`src/rtl/fifo_rd_stream.sv`:
```
`default_nettype none
// +------------------------------------------------------------------------+
// | fifo_rd_stream: drains an async-FIFO read port into a 2-entry skid      |
// | buffer and presents a registered valid/ready stream.  Rev 1.0           |
// +------------------------------------------------------------------------+
module fifo_rd_stream #(
  parameter int DATA_SIZE = 8,
  parameter int CNT_WIDTH = 16
) (
  input  logic                 rclk,
  input  logic                 rrst,
  input  logic [DATA_SIZE-1:0] rdata,
  input  logic                 rempty,
  output logic                 rinc,
  input  logic                 flush,
  output logic [DATA_SIZE-1:0] out_data,
  output logic                 out_valid,
  input  logic                 out_ready,
  output logic [1:0]           occupancy,
  output logic [CNT_WIDTH-1:0] xfer_cnt
);

  localparam logic [1:0] c_EMPTY = 2'd0;
  localparam logic [1:0] c_ONE   = 2'd1;
  localparam logic [1:0] c_FULL  = 2'd2;

  logic [1:0]           r_count;
  logic [DATA_SIZE-1:0] r_s0;
  logic [DATA_SIZE-1:0] r_s1;
  logic [CNT_WIDTH-1:0] r_xfer;
  logic                 w_pop;
  logic                 w_deq;

  // Pop decision looks only at local occupancy, never at out_ready.
  assign w_pop = !rempty && (r_count != c_FULL) && !flush && !rrst;
  assign w_deq = (r_count != c_EMPTY) && out_ready;

  assign rinc      = w_pop;
  assign out_data  = r_s0;
  assign out_valid = (r_count != c_EMPTY);
  assign occupancy = r_count;
  assign xfer_cnt  = r_xfer;

  always_ff @(posedge rclk) begin
    if (rrst) begin
      r_count <= c_EMPTY;
      r_s0    <= '0;
      r_s1    <= '0;
      r_xfer  <= '0;
    end else begin
      if (w_deq) begin
        r_xfer <= r_xfer + CNT_WIDTH'(1);
      end
      if (flush) begin
        r_count <= c_EMPTY;
      end else begin
        case (r_count)
          c_EMPTY: begin
            if (w_pop) begin
              r_s0    <= rdata;
              r_count <= c_ONE;
            end
          end
          c_ONE: begin
            if (w_pop && w_deq) begin
              r_s0 <= rdata;
            end else if (w_pop) begin
              r_s1    <= rdata;
              r_count <= c_FULL;
            end else if (w_deq) begin
              r_count <= c_EMPTY;
            end
          end
          c_FULL: begin
            if (w_deq) begin
              r_s0    <= r_s1;
              r_count <= c_ONE;
            end
          end
          default: r_count <= c_EMPTY;
        endcase
      end
    end
  end

endmodule
`default_nettype wire

```
`config.mk`:
```
export PLATFORM = sky130hd
export DESIGN_NAME = fifo_rd_stream
export DESIGN_NICKNAME = d
export VERILOG_FILES = /design/src/rtl/fifo_rd_stream.sv
export SDC_FILE = /design/constraint.sdc
export NUM_CORES = 1
export LEC_CHECK = 0
export ABC_AREA = 1
export BUFFER_PORTS_ARGS = -buffer_cell sky130_fd_sc_hd__buf_4
export CAP_MARGIN = 20
export CORE_MARGIN = 2
export CORE_UTILIZATION = 38
export DETAILED_ROUTE_END_ITERATION = 12
export GPL_ROUTABILITY_DRIVEN = 0
export SLEW_MARGIN = 30
export SYNTH_ARGS = -nofsm -noshare
export SYNTH_HDL_FRONTEND = slang
export SYNTH_SLANG_ARGS = --single-unit
```
`constraint.sdc`:
```
create_clock -name rclk -period 1.45 [get_ports rclk]
set_input_delay 0.0725 -clock rclk [delete_from_list [all_inputs] [get_ports rclk]]
set_output_delay 0.0725 -clock rclk [all_outputs]
set_load 0.01 [all_outputs]
```
==> results.sh, run 1 <==
export IMPL_clk_pin_slew_worst_paths_ps=70
export IMPL_vias_per_cell=4.68
export IMPL_num_io_pins=41
export IMPL_n_antenna_cell=0
export IMPL_slew_headroom=0.775
export IMPL_netlist_instances=254
export IMPL_timing_fmax_ghz=0.742
export IMPL_synth_fp_nets=268
export IMPL_final_core_util=0.533
export IMPL_postLayoutCellArea_sq_um=2290
export IMPL_max_cap_viol_count=0
export IMPL_ir_drop_mv=0.451
export IMPL_critical_path_class="register to register"
export IMPL_clk_latency_ps=280
export IMPL_worst_hold_path_endpoint="r_s1[3]"
export IMPL_skew_ps=3.59
export IMPL_crit_path_start_kind="register"
export IMPL_antenna_found_initial=0
export IMPL_postRouteAntennaNets=0
export IMPL_maxSlewViolCount=0
export IMPL_fin_tns_setup_ps=0
export IMPL_fin_crit_ps=1350
export IMPL_ff2ff_path_depth=9
export IMPL_grt_max_degree=17
export IMPL_cp_max_fo=8
export IMPL_r2r_end="out_data[6]"
export IMPL_syn_area_sq_um=1680
export IMPL_setup_violations=0
export IMPL_power_frac_seq=0.523
export IMPL_syn_avg_cell_area_sq_um=6.60
export IMPL_placed_cell_area_sq_um=2080
export IMPL_vias=1693
export IMPL_drc_errors=0
export IMPL_drt_iter0_drc=89
export IMPL_fp_dieW_um=70.4
export IMPL_dr_pass1_iters=4
export IMPL_layout_nets=325
export IMPL_io_buffers=40
export IMPL_mostFrequentLayoutCell="nand2_1"
export IMPL_cts_buffer_depth=2
export IMPL_syn2layout_area_growth_pct=36.7
export IMPL_endpoint_kind="register"
export IMPL_reg2reg_slack_ps=100
export IMPL_num_rows=24
export IMPL_ys_seq_area_frac=0.406
export IMPL_r2r_start="occupancy[0]"
export IMPL_die_height_um=70.4
export IMPL_routed_wl_mm=3.83
export IMPL_worstHoldStart="rdata[3]"
export IMPL_min_path_cells=3
export IMPL_power_frac_comb=0.109
export IMPL_finalHoldViolations=0
export IMPL_grt_ovfl_total=0
export IMPL_outcome="completed"
export IMPL_arrival_ps=1520
export IMPL_intPower_mw=1.42
export IMPL_hp_class="input port to register"
export IMPL_layout_common_cells="nand2_1, nor2_1, buf_4, dfxtp_1, inv_1"
export IMPL_cts_root_buf="clkbuf_8"
export IMPL_hpwl_mm=2.73
export IMPL_wire_per_inst_um=10.6
export IMPL_start_util=0.390
export IMPL_die_area_sq_um=4960
export IMPL_htreeDepth=2
export IMPL_tightestPinTransition_ps=336
export IMPL_crit_required_ps=1630
export IMPL_clock_sinks=34
export IMPL_pwr_share_clk=0.369
export IMPL_p_sw_uw=432
export IMPL_ys_seq_elements=34
export IMPL_post_place_ws_ps=33.4
export IMPL_final_period_utilization=0.930
export IMPL_ys_types=24
export IMPL_yosysWarnings=0
export IMPL_p_sw_frac=0.234
export IMPL_core_sq_um=4290
export IMPL_grt_pass1_wl_mm=6.54
export IMPL_p_per_area_nw_per_um2=807
export IMPL_grt_pass1_vias=1568
export IMPL_cts_buffers=5
export IMPL_grt_usage=0.161
export IMPL_drive_gt1_frac=0.261
export IMPL_setup_ws_ps=102
export IMPL_power_leakage_nw=1.07
export IMPL_cts_tree="done"
export IMPL_power_mw=1.85
## cells in the mapped netlist
library cell | count | share of area
nand2_1 | 71 | 0.16
inv_1 | 27 | 0.060
a211oi_1 | 1 | 0.0045
nand3b_2 | 1 | 0.0067
inv_2 | 2 | 0.0045
nor2_1 | 57 | 0.13
buf_2 | 1 | 0.0030
nor2_4 | 3 | 0.020
nand3_1 | 6 | 0.018
buf_4 | 1 | 0.0045
dfxtp_1 | 34 | 0.41
nor3_2 | 1 | 0.0060
nand4_1 | 6 | 0.022
clkbuf_1 | 2 | 0.0045
ha_1 | 1 | 0.0075
nor2_2 | 2 | 0.0075
nor3_1 | 4 | 0.012
o21ai_0 | 13 | 0.039
nand3b_1 | 8 | 0.036
a21oi_4 | 1 | 0.0097
a21boi_0 | 1 | 0.0045
o21a_1 | 1 | 0.0045
o21ai_2 | 1 | 0.0052
a21oi_1 | 9 | 0.027
## worst max-delay path by stage
stage                            start           to  slack, ps  depth (start not counted)
final                     occupancy[0]  out_data[6]        100                          9
after global routing      occupancy[0]      r_s1[5]         -3                          9
after CTS                 occupancy[0]  out_data[6]         10                          9
after detailed placement  occupancy[0]  out_data[6]         30                          9
after global placement    occupancy[0]      r_s1[3]         10                          9
after floorplan           occupancy[0]      r_s1[0]         60                          9
## through the flow
step,instances,hold slack (ps)
after CTS,355,15.2
after global placement,348,288
final,362,24.3
after global routing,362,29.4
after floorplan,254,152
after detailed placement,348,293
## repair_timing
action,CTS,global route
buffers inserted,0,7
hold buffers,1,0
endpoints found under the hold margin,1,0
endpoints found under the setup margin,0,26
gates resized for setup,0,22
## layer usage
metal  GRT usage  routed length [um]  vias up
met5           0                   0        -
met4      0.0513                  56        0
met3      0.0433                 157        7
met2       0.277                1850       33
met1       0.193                1770      743
li1            -                   -      910
## sequential cells by signal, summed over array words and instances, names as in the netlist
name and cells:
xfer_cnt 16, out_data 8, r_s1 8, occupancy 2
## power by group through the flow
stage / Clock, mW / Combinational [mW] / Sequential (mW)
floorplan: 0 / 0.0942 / 0.994
global placement: 0 / 0.185 / 0.988
detailed placement: 0 / 0.185 / 0.988
CTS: 0.709 / 0.188 / 0.967
global route: 0.753 / 0.223 / 0.968
finish: 0.681 / 0.200 / 0.965
## worst max-delay path: stages, from the launching register on
cell and delay (ps):
dfxtp_4 380, inv_4 50, nand2_4 80, nand3b_4 110, nand2_1 100, nand2_1 100, inv_1 210, nand3b_1 100
nand2_1 80, nor2_1 40
## cell families (layout without fill, tap and decap cells)
group | count (synthesis) | after routing | synth area share
buf+inv | 33 | 89 | 0.0769
fa+ha+maj | 1 | 1 | 0.00747
compound gates | 27 | 27 | 0.0941
flops | 34 | 34 | 0.406
simple gates | 159 | 159 | 0.415
## final cells by class
cell class / count / area [sq um]
tap: 52 / 65.1
timing repair buffer: 54 / 424
fill: 430 / 2000
inverter: 29 / 120
clock buffer: 6 / 82.6
multi-input combinational: 187 / 910
sequential: 34 / 688
Note: power is estimated with default switching activity, not from simulation.
==> run 2: changes to the inputs <==
--- a/config.mk
+++ b/config.mk
@@ -12,6 +12,7 @@
 export CORE_UTILIZATION = 38
 export DETAILED_ROUTE_END_ITERATION = 12
 export GPL_ROUTABILITY_DRIVEN = 0
+export PLACE_DENSITY = 0.63
 export SLEW_MARGIN = 30
 export SYNTH_ARGS = -nofsm -noshare
 export SYNTH_HDL_FRONTEND = slang
==> run 2 against run 1 <==
  * Clock power grew 26%
  * Global-route usage grew 0.51 points
  * Critical path depth shrank 1
  * Sequential power is essentially flat
  * Critical endpoint is now xfer_cnt[14]
  * Sequential cell count is the same
  * Combinational power is essentially flat
  * Hold slack lost 5.7 ps
  * Wire length grew 0.76%
==> results.sh, run 2 (synthesis results as in run 1) <==
export IMPL_max_cap_viol_count=0
export IMPL_cts_buffer_depth=2
export IMPL_setup_violations=0
export IMPL_layout_common_cells="nand2_1, nor2_1, buf_4, dfxtp_1, inv_1"
export IMPL_timing_fmax_ghz=0.742
export IMPL_grt_max_degree=17
export IMPL_crit_path_start_kind="register"
export IMPL_cts_tree="done"
export IMPL_final_period_utilization=0.929
export IMPL_setup_ws_ps=103
export IMPL_ir_drop_mv=0.653
export IMPL_grt_usage=0.166
export IMPL_skew_ps=4.38
export IMPL_fin_crit_ps=1350
export IMPL_clk_latency_ps=290
export IMPL_hp_class="input port to register"
export IMPL_dr_pass1_iters=4
export IMPL_postRouteAntennaNets=0
export IMPL_drc_errors=0
export IMPL_layout_nets=320
export IMPL_grt_pass1_vias=1504
export IMPL_power_mw=2.02
export IMPL_grt_pass1_wl_mm=6.60
export IMPL_max_stage_delay_ps=410
export IMPL_p_per_area_nw_per_um2=898
export IMPL_endpoint_kind="register"
export IMPL_cp_max_fo=6
export IMPL_die_area_sq_um=4960
export IMPL_post_place_ws_ps=19.0
export IMPL_drt_iter0_drc=95
export IMPL_cts_root_buf="clkbuf_8"
export IMPL_holdWs_ps=18.6
export IMPL_grt_ovfl_total=0
export IMPL_clock_sinks=34
export IMPL_num_rows=24
export IMPL_maxSlewViolCount=0
export IMPL_htreeDepth=2
export IMPL_num_io_pins=41
export IMPL_finalHoldViolations=0
export IMPL_cp_top_family="simple AND/OR/NAND/NOR gates"
export IMPL_core_sq_um=4290
export IMPL_critPathMostFrequentCell="nor2_4"
export IMPL_vias=1675
export IMPL_final_cells=359
export IMPL_critPathSlowestCell="dfxtp_2"
export IMPL_mostFrequentLayoutCell="nand2_1"
export IMPL_wire_per_inst_um=10.8
export IMPL_fp_dieW_um=70.4
export IMPL_io_buffers=40
export IMPL_crit_required_ps=1680
export IMPL_dp_cells=349
export IMPL_power_leakage_nw=1.07
export IMPL_critical_path_class="register to register"
export IMPL_path_buf_inv=1
export IMPL_outcome="completed"
export IMPL_vias_per_cell=4.67
export IMPL_largest_reg_flops=16
export IMPL_die_height_um=70.4
export IMPL_rsz0062_at_grt="yes"
export IMPL_antenna_found_initial=0
export IMPL_cts_buffers=5
export IMPL_path_cells="nor2_4, nor2_4, nand2_2, nor2_4, nand4_1, nand2_1, inv_1, nor2_1"
export IMPL_drive_gt1_frac=0.244
export IMPL_start_util=0.390
export IMPL_n_antenna_cell=0
export IMPL_routed_wl_mm=3.86
export IMPL_arrival_ps=1570
export IMPL_final_core_util=0.524
export IMPL_tightestPinTransition_ps=335
export IMPL_slew_headroom=0.776
export IMPL_clk_pin_slew_worst_paths_ps=70
export IMPL_hpwl_mm=2.83
export IMPL_syn2layout_area_growth_pct=34.3
## run 2: cell types whose count changed in the layout (fill, tap and decap cells not counted), sizes merged
cell	before	now
buf	53	48
bufinv	0	1
clkbuf	6	7
## run 2: worst register-to-register path, cell delays in order (launching register included)
cell	delay (ps)
dfxtp_2	410
nor2_4	60
nor2_4	160
nand2_2	130
nor2_4	210
nand4_1	130
nand2_1	80
inv_1	30
nor2_1	70
## run 2: area by class of cell
class,count,area [sq um]
Clock buffer,7,76.3
Clock inverter,1,30.0
Fill cell,437,2040
Inverter,29,113
Multi-Input combinational cell,187,906
Sequential cell,34,686
Tap cell,52,65.1
Timing Repair Buffer,49,374
## run 2: metrics by stage
stage	setup TNS, ps	instance area [sq um]
6_report	0	2250
5_1_grt	-55.7	2250
4_1_cts	0	2190
3_5_place_dp	0	2070
3_3_place_gp	0	2070
2_1_floorplan	0	1680
## run 2: what timing repair did
item | 4_1_cts | 5_1_grt
hold buffers | 1 | 0
resized for setup | 0 | 17
setup buffers | 0 | 1
hold endpoints to repair | 1 | 0
endpoints found under the setup margin | 0 | 24
## run 2: metal layers
layer / GRT usage / wire [um] / up-vias
met5: 0 / 0 / -
met4: 0.0641 / 82 / 0
met3: 0.0505 / 236 / 9
met2: 0.251 / 1700 / 45
met1: 0.220 / 1840 / 718
li1: - / - / 903
## run 2: worst paths after layout
| kind | slack (ps) | cells after the start | from | end |
|---|---|---|---|---|
| max reg2reg | 100 | 8 | occupancy[1] | xfer_cnt[14] |
| min | 20 | 3 | rdata[7] | r_s1[7] |
| max | 100 | 8 | occupancy[1] | xfer_cnt[14] |
| min reg2reg | 480 | 2 | xfer_cnt[8] | xfer_cnt[8] |
## run 2: where the power goes
part / internal [mW] / total, mW / switching (mW)
logic: 0.0949 / 0.197 / 0.102
clock network: 0.514 / 0.856 / 0.342
registers: 0.953 / 0.966 / 0.0136
total: 1.56 / 2.02 / 0.458
==> run 3: changes to the inputs <==
--- a/config.mk
+++ b/config.mk
@@ -10,9 +10,12 @@
 export CAP_MARGIN = 20
 export CORE_MARGIN = 2
 export CORE_UTILIZATION = 38
+export CTS_BUF_LIST = sky130_fd_sc_hd__clkbuf_8
 export DETAILED_ROUTE_END_ITERATION = 12
 export GPL_ROUTABILITY_DRIVEN = 0
+export MAX_ROUTING_LAYER = met4
 export PLACE_DENSITY = 0.63
+export REMOVE_ABC_BUFFERS = 1
 export SLEW_MARGIN = 30
 export SYNTH_ARGS = -nofsm -noshare
 export SYNTH_HDL_FRONTEND = slang
==> run 3 against run 2 <==
  * Setup slack got worse by 33 ps
  * Critical path depth decreased by 1
  * Design area rose by 2.4%
  * Combinational power barely moved
  * Utilization increased by 1.3 points
==> results.sh, run 3 (synthesis results as in run 1) <==
export IMPL_outcome="completed"
export IMPL_startpoint="occupancy[1]"
export IMPL_dr_pass1_iters=6
export IMPL_syn2layout_area_growth_pct=37.5
export IMPL_fin_crit_ps=1380
export IMPL_tightestPinTransition_ps=377
export IMPL_crit_required_ps=1630
export IMPL_maxSlewViolCount=0
export IMPL_drc_errors=0
export IMPL_grt_pass1_wl_mm=6.57
export IMPL_htreeDepth=2
export IMPL_finalHoldViolations=0
export IMPL_mostFrequentLayoutCell="nand2_1"
export IMPL_fp_dieW_um=70.4
export IMPL_grt_max_degree=24
export IMPL_start_util=0.390
export IMPL_grt_ovfl_total=0
export IMPL_worstHoldStart="rdata[2]"
export IMPL_core_sq_um=4290
export IMPL_largest_reg_flops=16
export IMPL_die_area_sq_um=4960
export IMPL_num_io_pins=41
export IMPL_rsz0062_at_grt="yes"
export IMPL_power_leakage_nw=1.09
export IMPL_drive_gt1_frac=0.265
export IMPL_final_cells=361
export IMPL_holdWs_ps=0.676
export IMPL_antenna_found_initial=0
export IMPL_clk_pin_slew_worst_paths_ps=70
export IMPL_post_place_ws_ps=-4.90
export IMPL_fin_tns_setup_ps=0
export IMPL_max_cap_viol_count=0
export IMPL_clk_latency_ps=290
export IMPL_crit_path_start_kind="register"
export IMPL_hp_class="input port to register"
export IMPL_p_per_area_nw_per_um2=878
export IMPL_wire_per_inst_um=10.7
export IMPL_clock_sinks=34
export IMPL_arrival_ps=1560
export IMPL_layout_common_cells="nand2_1, nor2_1, buf_4, dfxtp_1, inv_1"
export IMPL_endpoint_kind="register"
export IMPL_io_buffers=40
export IMPL_layout_nets=322
export IMPL_drt_iter0_drc=95
export IMPL_postRouteAntennaNets=0
export IMPL_power_mw=2.02
export IMPL_hpwl_mm=2.83
export IMPL_cts_buffer_depth=2
export IMPL_slew_headroom=0.747
export IMPL_cts_root_buf="clkbuf_8"
export IMPL_num_rows=24
export IMPL_timing_fmax_ghz=0.725
export IMPL_cp_max_fo=9
export IMPL_r2r_start="occupancy[1]"
export IMPL_setup_violations=0
export IMPL_routed_wl_mm=3.87
export IMPL_die_height_um=70.4
export IMPL_grt_usage=0.169
export IMPL_skew_ps=4.83
export IMPL_cts_buffers=5
export IMPL_vias_per_cell=4.66
export IMPL_n_antenna_cell=0
export IMPL_critical_path_class="register to register"
export IMPL_dp_cells=348
export IMPL_ir_drop_mv=0.669
export IMPL_setup_ws_ps=69.9
export IMPL_vias=1683
export IMPL_final_period_utilization=0.952
export IMPL_grt_pass1_vias=1543
export IMPL_cts_tree="done"
[run 3: changes by cell type in the layout (fill, tap and decap cells not counted)]
cell / before / now
inv_2: 3 / 2
a21boi_2: 0 / 1
clkinv_2: 0 / 2
inv_1: 25 / 24
nor2_2: 2 / 3
buf_12: 0 / 2
nor2_1: 55 / 54
clkbuf_1: 2 / 0
a21boi_1: 1 / 0
inv_4: 0 / 2
[run 3: routing by layer]
layer	vias to the layer above	track usage	routed length, um
li1	910	-	-
met1	734	0.199	1820
met2	32	0.280	1840
met3	7	0.0346	155
met4	0	0.0705	63
met5	-	-	0
[run 3: worst paths after layout]
check | slack [ps] | cells after the start | to
hold reg to reg | 480 | 2 | xfer_cnt[8]
setup reg to reg | 70 | 7 | xfer_cnt[11]
setup / recovery | 70 | 7 | xfer_cnt[11]
hold / removal | 0.7 | 3 | r_s1[2]
[run 3: timing repair]
action | CTS | global route
setup endpoints to repair | 8 | 26
setup buffers | 0 | 4
pin swaps | 0 | 2
hold buffers | 1 | 0
cloned | 0 | 0
hold endpoints to repair | 1 | 0
resized for setup | 1 | 21
[run 3: power by group]
| part | leakage, nW | switching, mW | internal (mW) |
|---|---|---|---|
| Sequential | 0.276 | 0.0143 | 0.953 |
| Clock | 0.0579 | 0.349 | 0.506 |
| Combinational | 0.751 | 0.102 | 0.0977 |
| Total | 1.09 | 0.465 | 1.56 |
[run 3: layout make-up]
type | instances | area [sq um]
tap | 52 | 65.1
timing repair buffer | 51 | 414
multi-input combinational | 187 | 912
inverter | 29 | 118
fill | 440 | 1990
clock buffer | 5 | 68.8
clock inverter | 3 | 40.0
sequential | 34 | 686
[run 3: per-stage QoR]
step           utilization  area, sq um
2_1_floorplan            -         1660
3_3_place_gp         0.487         2090
3_5_place_dp         0.487         2090
4_1_cts              0.515         2210
5_1_grt              0.536         2300
6_report             0.536         2300
[run 3: critical path: stages (launching register included)]
cell and delay, ps:
dfxtp_2 420, nor2_4 60, nor2_4 190, nand3_1 180, nor2_4 180, nand2_1 90
nor2_1 110, nor2_1 50
